==> src/rtl/ahb_board_inputs_pkg.sv <==
// Shared constants for the board-inputs AHB-Lite slave: register word
// addresses, the default debounce length and the idle HTRANS encoding.
package board_inputs_pkg;

    localparam int DEBOUNCE_CYCLES_DEFAULT = 500_000;

    // Word addresses decoded from HADDR[3:2]
    localparam logic [1:0] SW_STATE_ADDR  = 2'd0;
    localparam logic [1:0] KEY_STATE_ADDR = 2'd1;
    localparam logic [1:0] KEY_EVENT_ADDR = 2'd2;
    localparam logic [1:0] STATUS_ADDR    = 2'd3;

    // HTRANS value for "no transfer"
    localparam logic [1:0] HTRANS_IDLE = 2'b00;

    // STATUS layout: bit0 = any press flag, [15:8] = press counter
    function automatic logic [31:0] status_word(input logic any_flag, input logic [7:0] press_cnt);
        return {16'h0000, press_cnt, 7'b0000000, any_flag};
    endfunction

endpackage

==> src/rtl/ahb_board_inputs_if.sv <==
// AHB-Lite bus signals seen by the board-inputs slave.
interface ahb_board_inputs_if;

    logic [31:0] HADDR;
    logic [31:0] HWDATA;
    logic [2:0]  HSIZE;
    logic [1:0]  HTRANS;
    logic        HWRITE;
    logic        HREADY;
    logic        HSEL;
    logic [31:0] HRDATA;
    logic        HREADYOUT;

    // Handshake: a transfer is accepted on a rising edge when HREADY && HSEL &&
    // HTRANS != IDLE; its data phase follows on the next cycle. The slave never
    // stalls (HREADYOUT = 1), so read data is valid in that data-phase cycle and
    // write data is taken at the end of it.
    modport master (
        output HADDR, HWDATA, HSIZE, HTRANS, HWRITE, HREADY, HSEL,
        input  HRDATA, HREADYOUT
    );

    modport slave (
        input  HADDR, HWDATA, HSIZE, HTRANS, HWRITE, HREADY, HSEL,
        output HRDATA, HREADYOUT
    );

endinterface

==> src/rtl/ahb_board_inputs_debounce.sv <==
// One-bit two-flop synchroniser followed by a stable-count debouncer.
// rise_o pulses in the cycle whose closing edge moves the level 0 -> 1.
module input_debounce #(
    parameter int DEBOUNCE_CYCLES = 4
) (
    input  logic clk_i,
    input  logic rst_ni,
    input  logic raw_i,
    output logic level_o,
    output logic rise_o
);

    localparam int CW = (DEBOUNCE_CYCLES > 2) ? $clog2(DEBOUNCE_CYCLES) : 1;
    localparam logic [CW-1:0] LAST = CW'(DEBOUNCE_CYCLES - 1);

    logic          sync1_q, sync2_q;
    logic          level_q, level_d;
    logic [CW-1:0] cnt_q, cnt_d;
    logic          differ, done;

    // Synchroniser, debounced level and stability counter
    always_ff @(posedge clk_i or negedge rst_ni) begin
        if (!rst_ni) begin
            sync1_q <= 1'b0;
            sync2_q <= 1'b0;
            level_q <= 1'b0;
            cnt_q   <= '0;
        end else begin
            sync1_q <= raw_i;
            sync2_q <= sync1_q;
            level_q <= level_d;
            cnt_q   <= cnt_d;
        end
    end

    // Count while the synced input disagrees; accept it after DEBOUNCE_CYCLES
    always_comb begin
        differ  = (sync2_q != level_q);
        done    = differ && (cnt_q == LAST);
        cnt_d   = cnt_q;
        level_d = level_q;
        if (!differ || done) begin
            cnt_d = '0;
        end else begin
            cnt_d = cnt_q + 1'b1;
        end
        if (done) begin
            level_d = sync2_q;
        end
        rise_o = done && sync2_q;
    end

    assign level_o = level_q;

endmodule

==> src/rtl/ahb_board_inputs.sv <==
// AHB-Lite read-side board I/O: debounced switches and keys, sticky W1C
// press flags, an 8-bit press counter and a registered press interrupt.
module ahb_board_inputs
    import board_inputs_pkg::*;
#(
    parameter int SW_W            = 10,
    parameter int KEY_W           = 4,
    parameter int DEBOUNCE_CYCLES = DEBOUNCE_CYCLES_DEFAULT
) (
    input  logic                 HCLK,
    input  logic                 HRESETn,
    ahb_board_inputs_if.slave    bus,
    input  logic [SW_W-1:0]      SW,
    input  logic [KEY_W-1:0]     KEY,
    output logic                 KEY_IRQ
);

    logic             write_enable_q, write_enable_d;
    logic             read_enable_q, read_enable_d;
    logic [1:0]       word_address_q, word_address_d;
    logic [KEY_W-1:0] flags_q, flags_d, flag_clr;
    logic [7:0]       press_cnt_q, press_cnt_d;
    logic             irq_q;
    logic [SW_W-1:0]  sw_state, unused_sw_rise;
    logic [KEY_W-1:0] key_state, key_rise;
    logic [31:0]      rdata;

    for (genvar i = 0; i < SW_W; i++) begin : g_sw
        input_debounce #(.DEBOUNCE_CYCLES(DEBOUNCE_CYCLES)) u_db (
            .clk_i  (HCLK),
            .rst_ni (HRESETn),
            .raw_i  (SW[i]),
            .level_o(sw_state[i]),
            .rise_o (unused_sw_rise[i])
        );
    end

    // Keys are active-low on the board; invert so 1 = pressed from here on
    for (genvar i = 0; i < KEY_W; i++) begin : g_key
        input_debounce #(.DEBOUNCE_CYCLES(DEBOUNCE_CYCLES)) u_db (
            .clk_i  (HCLK),
            .rst_ni (HRESETn),
            .raw_i  (~KEY[i]),
            .level_o(key_state[i]),
            .rise_o (key_rise[i])
        );
    end

    // Address phase capture; anything other than a selected active transfer clears it
    always_comb begin
        write_enable_d = 1'b0;
        read_enable_d  = 1'b0;
        word_address_d = 2'd0;
        if (bus.HREADY && bus.HSEL && (bus.HTRANS != HTRANS_IDLE)) begin
            write_enable_d = bus.HWRITE;
            read_enable_d  = ~bus.HWRITE;
            word_address_d = bus.HADDR[3:2];
        end
    end

    // Flag update: a new press wins over a same-cycle W1C clear
    always_comb begin
        flag_clr = '0;
        if (write_enable_q && (word_address_q == KEY_EVENT_ADDR)) begin
            flag_clr = bus.HWDATA[KEY_W-1:0];
        end
        flags_d     = (flags_q & ~flag_clr) | key_rise;
        press_cnt_d = press_cnt_q + {7'd0, |key_rise};
    end

    // Bus phase, flags, counter and interrupt registers
    always_ff @(posedge HCLK or negedge HRESETn) begin
        if (!HRESETn) begin
            write_enable_q <= 1'b0;
            read_enable_q  <= 1'b0;
            word_address_q <= 2'd0;
            flags_q        <= '0;
            press_cnt_q    <= 8'd0;
            irq_q          <= 1'b0;
        end else begin
            write_enable_q <= write_enable_d;
            read_enable_q  <= read_enable_d;
            word_address_q <= word_address_d;
            flags_q        <= flags_d;
            press_cnt_q    <= press_cnt_d;
            irq_q          <= |flags_q;
        end
    end

    // Read mux, zero outside a read data phase
    always_comb begin
        rdata = 32'h0;
        if (read_enable_q) begin
            case (word_address_q)
                SW_STATE_ADDR:  rdata[SW_W-1:0]  = sw_state;
                KEY_STATE_ADDR: rdata[KEY_W-1:0] = key_state;
                KEY_EVENT_ADDR: rdata[KEY_W-1:0] = flags_q;
                default:        rdata = status_word(|flags_q, press_cnt_q);
            endcase
        end
    end

    assign bus.HRDATA    = rdata;
    assign bus.HREADYOUT = 1'b1;
    assign KEY_IRQ       = irq_q;

    logic unused_bits;
    assign unused_bits = &{1'b0, bus.HADDR[31:4], bus.HADDR[1:0], bus.HSIZE,
                           bus.HWDATA[31:KEY_W], unused_sw_rise};

endmodule

==> src/flat_wrapper.sv <==
// flat-port wrapper written by rule: the top's interface ports become plain ports
module ahb_board_inputs_flat import board_inputs_pkg::*;
#(
    parameter int SW_W            = 10,
    parameter int KEY_W           = 4,
    parameter int DEBOUNCE_CYCLES = DEBOUNCE_CYCLES_DEFAULT
)
  (HCLK, HRESETn, SW, KEY, KEY_IRQ, bus_HADDR, bus_HWDATA, bus_HSIZE, bus_HTRANS, bus_HWRITE, bus_HREADY, bus_HSEL, bus_HRDATA, bus_HREADYOUT);
  ahb_board_inputs_if bus_i ();
  input  logic HCLK;
  input  logic HRESETn;
  input  logic [SW_W-1:0] SW;
  input  logic [KEY_W-1:0] KEY;
  output logic KEY_IRQ;
  input wire logic [$bits(bus_i.HADDR)-1:0] bus_HADDR;
  input wire logic [$bits(bus_i.HWDATA)-1:0] bus_HWDATA;
  input wire logic [$bits(bus_i.HSIZE)-1:0] bus_HSIZE;
  input wire logic [$bits(bus_i.HTRANS)-1:0] bus_HTRANS;
  input wire logic [$bits(bus_i.HWRITE)-1:0] bus_HWRITE;
  input wire logic [$bits(bus_i.HREADY)-1:0] bus_HREADY;
  input wire logic [$bits(bus_i.HSEL)-1:0] bus_HSEL;
  output wire logic [$bits(bus_i.HRDATA)-1:0] bus_HRDATA;
  output wire logic [$bits(bus_i.HREADYOUT)-1:0] bus_HREADYOUT;
  assign bus_i.HADDR = bus_HADDR;
  assign bus_i.HWDATA = bus_HWDATA;
  assign bus_i.HSIZE = bus_HSIZE;
  assign bus_i.HTRANS = bus_HTRANS;
  assign bus_i.HWRITE = bus_HWRITE;
  assign bus_i.HREADY = bus_HREADY;
  assign bus_i.HSEL = bus_HSEL;
  assign bus_HRDATA = bus_i.HRDATA;
  assign bus_HREADYOUT = bus_i.HREADYOUT;
  ahb_board_inputs #(.SW_W(SW_W), .KEY_W(KEY_W), .DEBOUNCE_CYCLES(DEBOUNCE_CYCLES)) u_core (.HCLK(HCLK), .HRESETn(HRESETn), .bus(bus_i), .SW(SW), .KEY(KEY), .KEY_IRQ(KEY_IRQ));
endmodule
==> config.mk <==
export PLATFORM = sky130hd
export DESIGN_NAME = ahb_board_inputs_flat
export DESIGN_NICKNAME = d
export VERILOG_FILES = /design/src/rtl/ahb_board_inputs_pkg.sv /design/src/rtl/ahb_board_inputs_if.sv /design/src/rtl/ahb_board_inputs_debounce.sv /design/src/rtl/ahb_board_inputs.sv /design/src/flat_wrapper.sv
export SDC_FILE = /design/constraint.sdc
export NUM_CORES = 1
export LEC_CHECK = 0
export BUFFER_PORTS_ARGS = -buffer_cell sky130_fd_sc_hd__buf_2
export CAP_MARGIN = 20
export CORE_MARGIN = 4
export CORE_UTILIZATION = 60
export CTS_CLUSTER_SIZE = 14
export DETAILED_ROUTE_END_ITERATION = 16
export PLACE_DENSITY_LB_ADDON = 0.12
export SLEW_MARGIN = 30
export SYNTH_ARGS = -nofsm -noshare
export SYNTH_HDL_FRONTEND = slang
export SYNTH_HIERARCHICAL = 1
export SYNTH_SLANG_ARGS = --single-unit
==> constraint.sdc <==
create_clock -name HCLK -period 3.15 [get_ports HCLK]
set_input_delay 0.1575 -clock HCLK [delete_from_list [all_inputs] [get_ports HCLK]]
set_output_delay 0.1575 -clock HCLK [all_outputs]
set_load 0.02 [all_outputs]
==> reports/qor.yml, run 1 <==
outcome: "completed"
power.density_nw_per_um2: 486
htree_levels: 2
wirelength_um: 30600
critPathSlowestCell: "or4_4"
required_ns: 3.55
area_growth_pct: 12.5
post-route-period-util_pct: 91.6
dp_hpwl_um: 20600
endpoint_kind: "flop"
dr.pass1.iters: 5
vias: 11500
rsz0062_at_grt: "false"
reg2reg_to: "u_core/press_cnt_q[4]"
min_path_cells: 3
finalHoldViolations: 0
hold_path.class: "in2reg"
die_area_um2: 29900
dr.first_iter.drc_count: 630
num_antenna_cells: 0
ant_nets: 0
start_util_pct: 60.8
worst-path-max-fanout: 5
setup_ws_ns: 0.266
route.detailed.drc: 0
placed_cells: 1907
setup_viol: 0
drv_cap: 0
ir_drop_mv: 0.423
portBuffers: 43
grt_max_degree: 82
drive_above_1_share_pct: 15.9
clock_sinks: 325
grt_pass1_vias: 11400
wl_per_cell_um: 15.3
synthCells: 1548
worstMarginPinSlew_ns: 0.986
crit_buf_inv: 0
path_cells: "nor4_2 -> nand4_2 -> or4_4 -> nor3b_1 -> or4_1 -> ha_1 -> ha_1 -> nand3_1 -> xnor2_1"
tritoncts: "done"
grt.total_usage_pct: 20.7
die_y_um: 173
syn_area_per_cell_um2: 10.6
clock.fmax_mhz: 347
rows: 60
yosysWarnings: 6
min_period_ns: 2.88
slew_viol_final: 0
crit_top_cell: "ha_1"
antenna_found_initial: 0
grt_overflow: 0
tns_ns: 0
critPathArrivalTime_ns: 3.28
io_pins: 122
start_kind: "flop"
cts_buffers: 37
worstHoldEndpoint: "u_core/read_enable_q"
fin_nets: 1741
place_congestion: 0.826
relSlewSlack_pct: 34.0
path_clk_slew_ns: 0.06
cp_slowest_stage_delay_ns: 0.59
cp_top_family: "simple AND/OR/NAND/NOR gates"
ctsRootBufferMaster: "clkbuf_16"
crit_type: "reg2reg"
cts_buffer_depth: 3
r2r_slack_ns: 0.27
timing.rr.start: "u_core/g_key[2].u_db/cnt_q[9]"
leakagePower_uw: 0.00797
core_area_um2: 26900
pre_cts_ws_ns: 0.299
vias_per_cell: 5.73
ctsResizeCount: 0
clk_latency_ns: 0.51
hold_ws_ns: 0.0500
rr_worst_depth: 9
final_cells: 2003
grt_pass1_wl_um: 54000
syn_area_um2: 16300
hold_path_startpoint: "bus_HREADY"
fin_skew_ns: 0.0114
fp.dieW_um: 173
[cell usage in the layout, fill, tap and decap left out, drive strengths merged, types with 4 or more instances in the layout]
cell and instances:
xor2 85, o41ai 14, and4 14, nor2b 16, or2 14, or4 44, inv 32, nand4 85
a21oi 70, dfrtp 325, nand3 103, nor3 28, a21o 4, and2 16, buf 61, nor3b 5
xnor2 104, clkbuf 58, o31ai 14, nor2 225, dlygate4sd3 22, conb 17, nor4 29, mux2 15
and3 45, ha 16, o21ai 57, nand2 74, or3 55
[layer usage]
layer	wire length (um)	GRT usage, %	vias to the layer above
li1	-	-	5652
met1	14300	29.0	5621
met2	14900	34.7	167
met3	909	2.91	46
met4	534	5.15	0
met5	0	0	-
[per-stage QoR]
| step | power, uW | instance area [um^2] | util, % |
|---|---|---|---|
| after floorplan | 4550 | 16400 | - |
| after global routing | 9290 | 18400 | 68.4 |
| final | 8930 | 18400 | 68.4 |
| after global placement | 4680 | 16800 | 62.6 |
| after CTS | 9040 | 18300 | 68.1 |
| after detailed placement | 4680 | 16800 | 62.6 |
[registers in the layout, summed over array words and instances (netlist names), 4 cells and up]
register and flops:
u_core/flags_q 4, u_core/g_key.u_db/cnt_q 76, u_core/g_key.u_db/level_o 4, u_core/g_key.u_db/sync1_q 4, u_core/g_key.u_db/sync2_q 4, u_core/g_sw.u_db/cnt_q 190, u_core/g_sw.u_db/level_o 10, u_core/g_sw.u_db/sync1_q 10
u_core/g_sw.u_db/sync2_q 10, u_core/press_cnt_q 8
[worst min-delay path, delay by kind of cell]
kind / cells / cell delay [ns]
compound gates: 1 / 0.13
buf+inv: 1 / 0.10
simple gates: 1 / 0.13
[where the power goes]
group          leakage (uW)  internal [uW]  switching [uW]  total (uW)
logic               0.00291            121             210         332
clock network      0.000618           2660            1630        4290
registers           0.00444           4240            65.1        4310
[final cells by class]
| type | count | area [um^2] |
|---|---|---|
| Sequential cell | 325 | 8130 |
| Clock inverter | 6 | 61.3 |
| Tap cell | 341 | 427 |
| Timing Repair Buffer | 83 | 637 |
| Multi-Input combinational cell | 1159 | 7820 |
| Clock buffer | 58 | 1190 |
| Fill cell | 2040 | 8490 |
| Inverter | 31 | 116 |
[worst max-delay path by stage]
stage,slack (ns),from,endpoint,cells after the start
2_1_floorplan,0.63,u_core/g_key[0].u_db/cnt_q[9],u_core/press_cnt_q[4],9
3_3_place_gp,0.31,u_core/g_key[2].u_db/cnt_q[9],u_core/press_cnt_q[6],9
3_5_place_dp,0.30,u_core/g_key[2].u_db/cnt_q[9],u_core/press_cnt_q[4],9
4_1_cts,0.29,u_core/g_key[2].u_db/cnt_q[9],u_core/press_cnt_q[4],9
5_1_grt,0.04,u_core/g_key[2].u_db/cnt_q[9],u_core/press_cnt_q[4],9
6_report,0.27,u_core/g_key[2].u_db/cnt_q[9],u_core/press_cnt_q[4],9
[timing repair]
action | 4_1_cts | 5_1_grt
buffers inserted | 0 | 0
endpoints found under the setup margin | 0 | 0
hold buffers | 22 | 0
endpoints found under the hold margin | 98 | 0
Note: power is estimated with default switching activity, not from simulation.
==> inputs of run 2 (changes only) <==
Settings changed: CTS_BUF_LIST from default to sky130_fd_sc_hd__clkbuf_16.
==> run 2 against run 1 <==
Net effect:
- hold slack is essentially flat
- fmax rose by 1.5%
- via count is 0.15% higher
- cell count did not move
- sequential cell count stayed put
- highest routed layer unchanged
- clock power decreased by 8.9%
==> reports/qor.yml, run 2 (same netlist as run 1, synthesis figures left out) <==
outcome: "completed"
die_y_um: 173
tritoncts: "done"
grt_pass1_wl_um: 53900
fillers: 2054
ant_nets: 0
vias: 11500
dr.first_iter.drc_count: 727
htree_levels: 2
grt_util_met3_pct: 2.91
fp.dieW_um: 173
final_common_cell: "dfrtp_1"
rows: 60
vias_per_cell: 5.74
regMostFlops: "u_core/g_sw.u_db/cnt_q"
path_clk_slew_ns: 0.06
core_area_um2: 26900
setup_viol: 0
layout_common_cells: "dfrtp_1 (325), nor2_1 (225), xnor2_1 (104), nand3_1 (103), xor2_1 (85)"
relSlewSlack_pct: 35.2
postCtsHoldBufs: 22
hold_path.class: "in2reg"
io_pins: 122
wirelength_um: 30700
portBuffers: 43
leakagePower_uw: 0.00791
timing.rr.start: "u_core/g_key[2].u_db/cnt_q[9]"
fin_skew_ns: 0.0153
fin_nets: 1741
largest_reg_flops: 190
dr.pass1.iters: 7
dp_hpwl_um: 20600
met1_usage_pct: 28.8
clock.fmax_mhz: 352
area_growth_pct: 11.6
start_util_pct: 60.8
clock_sinks: 325
grt.total_usage_pct: 20.7
power.density_nw_per_um2: 469
grt-busiest-layer: "met2"
hold_path_startpoint: "bus_HREADY"
tns_ns: 0
place_congestion: 0.826
clk_latency_ns: 0.51
worst-path-max-fanout: 5
rsz0062_at_grt: "false"
num_antenna_cells: 0
endpoint_kind: "flop"
slew_viol_final: 0
grt_max_degree: 82
antenna_found_initial: 0
critPathArrivalTime_ns: 3.24
route.detailed.drc: 0
crit_type: "reg2reg"
grt_pass1_vias: 11400
post-route-period-util_pct: 90.2
post-cts-setup-buffer-count: 0
ir_drop_mv: 0.381
drv_cap: 0
critical_path.startpoint: "u_core/g_key[2].u_db/cnt_q[9]"
ctsRootBufferMaster: "clkbuf_16"
die_area_um2: 29900
min_period_ns: 2.84
worstMarginPinSlew_ns: 0.969
cts_buffer_depth: 3
finalHoldViolations: 0
cts_buffers: 37
ctsResizeCount: 0
start_kind: "flop"
wl_per_cell_um: 15.3
met2_usage_pct: 34.9
largest_registers: "u_core/g_sw.u_db/cnt_q: 190 flops, u_core/g_key.u_db/cnt_q: 76 flops"
drive_above_1_share_pct: 15.1
required_ns: 3.55
grt_overflow: 0
hold_ws_ns: 0.0503
## run 2: cell type report
class / count / area [um^2] / share of cell area, %
Sequential cell: 325 / 8130 / 44.6
Multi-Input combinational cell: 1159 / 7820 / 42.9
Clock buffer: 39 / 976 / 5.35
Timing Repair Buffer: 83 / 637 / 3.49
Tap cell: 341 / 427 / 2.34
Clock inverter: 25 / 133 / 0.727
Inverter: 31 / 116 / 0.638
## run 2: report_power, final
group	switching (uW)	internal [uW]
registers	64.9	4240
logic	211	121
clock network	1610	2300
## run 2: worst paths after layout
path	cells after the start	to	slack, ns
hold reg to reg	0	u_core/g_key[1].u_db/sync2_q	0.34
max in group asynchronous	3	u_core/g_sw[5].u_db/cnt_q[3]	2.03
setup reg to reg	9	u_core/press_cnt_q[4]	0.31
setup / recovery	9	u_core/press_cnt_q[4]	0.31
hold / removal	3	u_core/read_enable_q	0.05
min in group asynchronous	2	u_core/g_key[1].u_db/cnt_q[11]	0.22
## run 2: per-layer routing
layer	vias to the layer above	share of wire [%]
li1	5655	-
met1	5652	47
met2	152	49
met3	44	2.9
met4	0	1.7
met5	-	0
## run 2: worst max-delay path, stage by stage (launching register included)
cell and delay [ns]:
dfrtp_1 0.43, nor4_2 0.32, nand4_2 0.18, or4_4 0.59, nor3b_1 0.35, or4_1 0.19, ha_1 0.20, ha_1 0.23
nand3_1 0.10, xnor2_1 0.13
## run 2: stage by stage
| step | power (uW) | worst slack [ns] | area, um^2 | cells | util, % |
|---|---|---|---|---|---|
| after CTS | 8670 | 0.285 | 18200 | 1993 | 67.5 |
| after floorplan | 4550 | 0.628 | 16400 | 1563 | - |
| after global routing | 8920 | 0.0422 | 18200 | 2003 | 67.9 |
| final | 8550 | 0.309 | 18200 | 2003 | 67.9 |
| after detailed placement | 4680 | 0.299 | 16800 | 1907 | 62.6 |
| after global placement | 4680 | 0.305 | 16800 | 1907 | 62.6 |
==> inputs of run 3 (changes only) <==
Settings changed: CAP_MARGIN 20 to 15, PLACE_DENSITY_LB_ADDON 0.12 to 0.15.
==> run 3 against run 2 <==
Net effect:
- fmax decreased by 3.0%
- via count increased by 0.32%
- critical path depth unchanged
- first-iteration DRC count decreased by 8.0%
- register-to-register slack got worse by 0.09 ns
==> reports/qor.yml, run 3 (same netlist as run 1, synthesis figures left out) <==
crit_cells: 9
grt_pass1_wl_um: 54500
clock_power_share_pct: 47.7
pre_cts_ws_ns: 0.219
post-route-period-util_pct: 93.0
rsz0062_at_grt: "false"
postCtsHoldBufs: 22
drv_cap: 0
cp_slowest_stage_delay_ns: 0.59
leakagePower_uw: 0.00797
hold_path.class: "in2reg"
io_pins: 122
grt_pass1_vias: 11600
die_area_um2: 29900
vias: 11500
rr_worst_depth: 9
setup_viol: 0
area_growth_pct: 12.2
ant_nets: 0
setup_ws_ns: 0.222
pwr-share-seq_pct: 48.6
cts_buffers: 37
critPathSlowestCell: "or4_4"
start_util_pct: 60.8
endpoint_kind: "flop"
power.density_nw_per_um2: 484
path_clk_slew_ns: 0.06
worst-path-max-fanout: 5
antenna_found_initial: 0
ctsResizeCount: 0
regMostFlops: "u_core/g_sw.u_db/cnt_q"
core_area_um2: 26900
relSlewSlack_pct: 35.2
p_sw_uw: 1940
grt_max_degree: 101
min_path_cells: 3
largest_registers: "u_core/g_sw.u_db/cnt_q: 190 flops, u_core/g_key.u_db/cnt_q: 76 flops"
cts_buffer_depth: 3
dp_hpwl_um: 20500
required_ns: 3.54
ir_drop_mv: 0.490
worstMarginPinSlew_ns: 0.968
rows: 60
grt_overflow: 0
tritoncts: "done"
die_y_um: 173
vias_per_cell: 5.76
clk_latency_ns: 0.52
layout_common_cells: "dfrtp_1 (325), nor2_1 (225), xnor2_1 (104), nand3_1 (103), xor2_1 (85)"
post-cts-setup-buffer-count: 0
largest_reg_flops: 190
place_congestion: 0.816
p_int_uw: 6920
min_period_ns: 2.93
ctsRootBufferMaster: "clkbuf_16"
finalHoldViolations: 0
slew_viol_final: 0
final_common_cell: "dfrtp_1"
crit_type: "reg2reg"
portBuffers: 43
tns_ns: 0
switching_share_pct: 21.9
fin_nets: 1741
start_kind: "flop"
dr.pass1.iters: 5
dr.first_iter.drc_count: 669
clock.fmax_mhz: 342
fin_skew_ns: 0.0190
critPathArrivalTime_ns: 3.31
fp.dieW_um: 173
grt.total_usage_pct: 20.9
crit_top_cell: "ha_1"
crit_buf_inv: 0
outcome: "completed"
htree_levels: 2
clock_sinks: 325
p_comb_share_pct: 3.7
wirelength_um: 31100
path_cells: "nor4_2 -> nand4_2 -> or4_4 -> nor3b_1 -> or4_1 -> ha_1 -> ha_1 -> nand3_1 -> xnor2_1"
route.detailed.drc: 0
drive_above_1_share_pct: 15.8
wl_per_cell_um: 15.5
cp_top_family: "simple AND/OR/NAND/NOR gates"
## run 3: changes by cell type in the layout (fill, tap and decap cells not counted)
cell and change:
buf_12 -1, buf_4 +1, bufinv_16 +3, clkinv_1 -10
clkinv_2 +7, clkinv_4 +1, diode_2 +1
## run 3: power by group through the flow
stage / clock, uW / sequential, uW / combinational (uW)
floorplan: 0 / 4360 / 184
global placement: 0 / 4370 / 299
detailed placement: 0 / 4380 / 303
CTS: 4350 / 4300 / 328
global route: 4540 / 4310 / 378
finish: 4230 / 4310 / 330
## run 3: path summary, 6_finish.rpt
check / start / endpoint / slack, ns
worst min-delay path: bus_HREADY / u_core/read_enable_q / 0.05
worst min register to register: u_core/g_key[3].u_db/sync1_q / u_core/g_key[3].u_db/sync2_q / 0.35
worst max register to register: u_core/g_key[1].u_db/cnt_q[9] / u_core/press_cnt_q[4] / 0.22
min in group asynchronous: HRESETn / u_core/g_key[1].u_db/cnt_q[6] / 0.27
max in group asynchronous: HRESETn / u_core/g_sw[6].u_db/cnt_q[17] / 1.99
worst max-delay path: u_core/g_key[1].u_db/cnt_q[9] / u_core/press_cnt_q[4] / 0.22
## run 3: cell type report
cell class,instances,area [um^2]
clock buffer,39,976
inverter,31,116
clock inverter,26,229
antenna,1,2.50
tap,341,427
sequential,325,8130
timing repair buffer,83,624
fill,2058,8540
multi-input combinational,1159,7820
## run 3: worst min-delay path: cells and delay by family
kind                   cells  cell delay [ns]
AND/OR/NAND/NOR            1             0.14
buffers and inverters      1             0.09
AO/OA/AOI/OAI              1             0.13
## run 3: layer usage
metal	up-vias	wire length, um	global-route usage, %
li1	5648	-	-
met1	5668	14300	28.7
met2	170	15200	35.0
met3	54	932	3.15
met4	0	639	5.49
met5	-	0	0
## run 3: metrics by stage
step	area [um^2]	power (uW)	hold WS, ns	instances	utilization (%)
floorplan	16400	4550	-0.138	1563	-
global placement	16800	4670	0.247	1908	62.6
detailed placement	16800	4680	0.257	1908	62.6
CTS	18200	8980	0.0295	1995	67.9
global route	18300	9220	0.0564	2004	68.2
finish	18300	8870	0.0506	2005	68.2
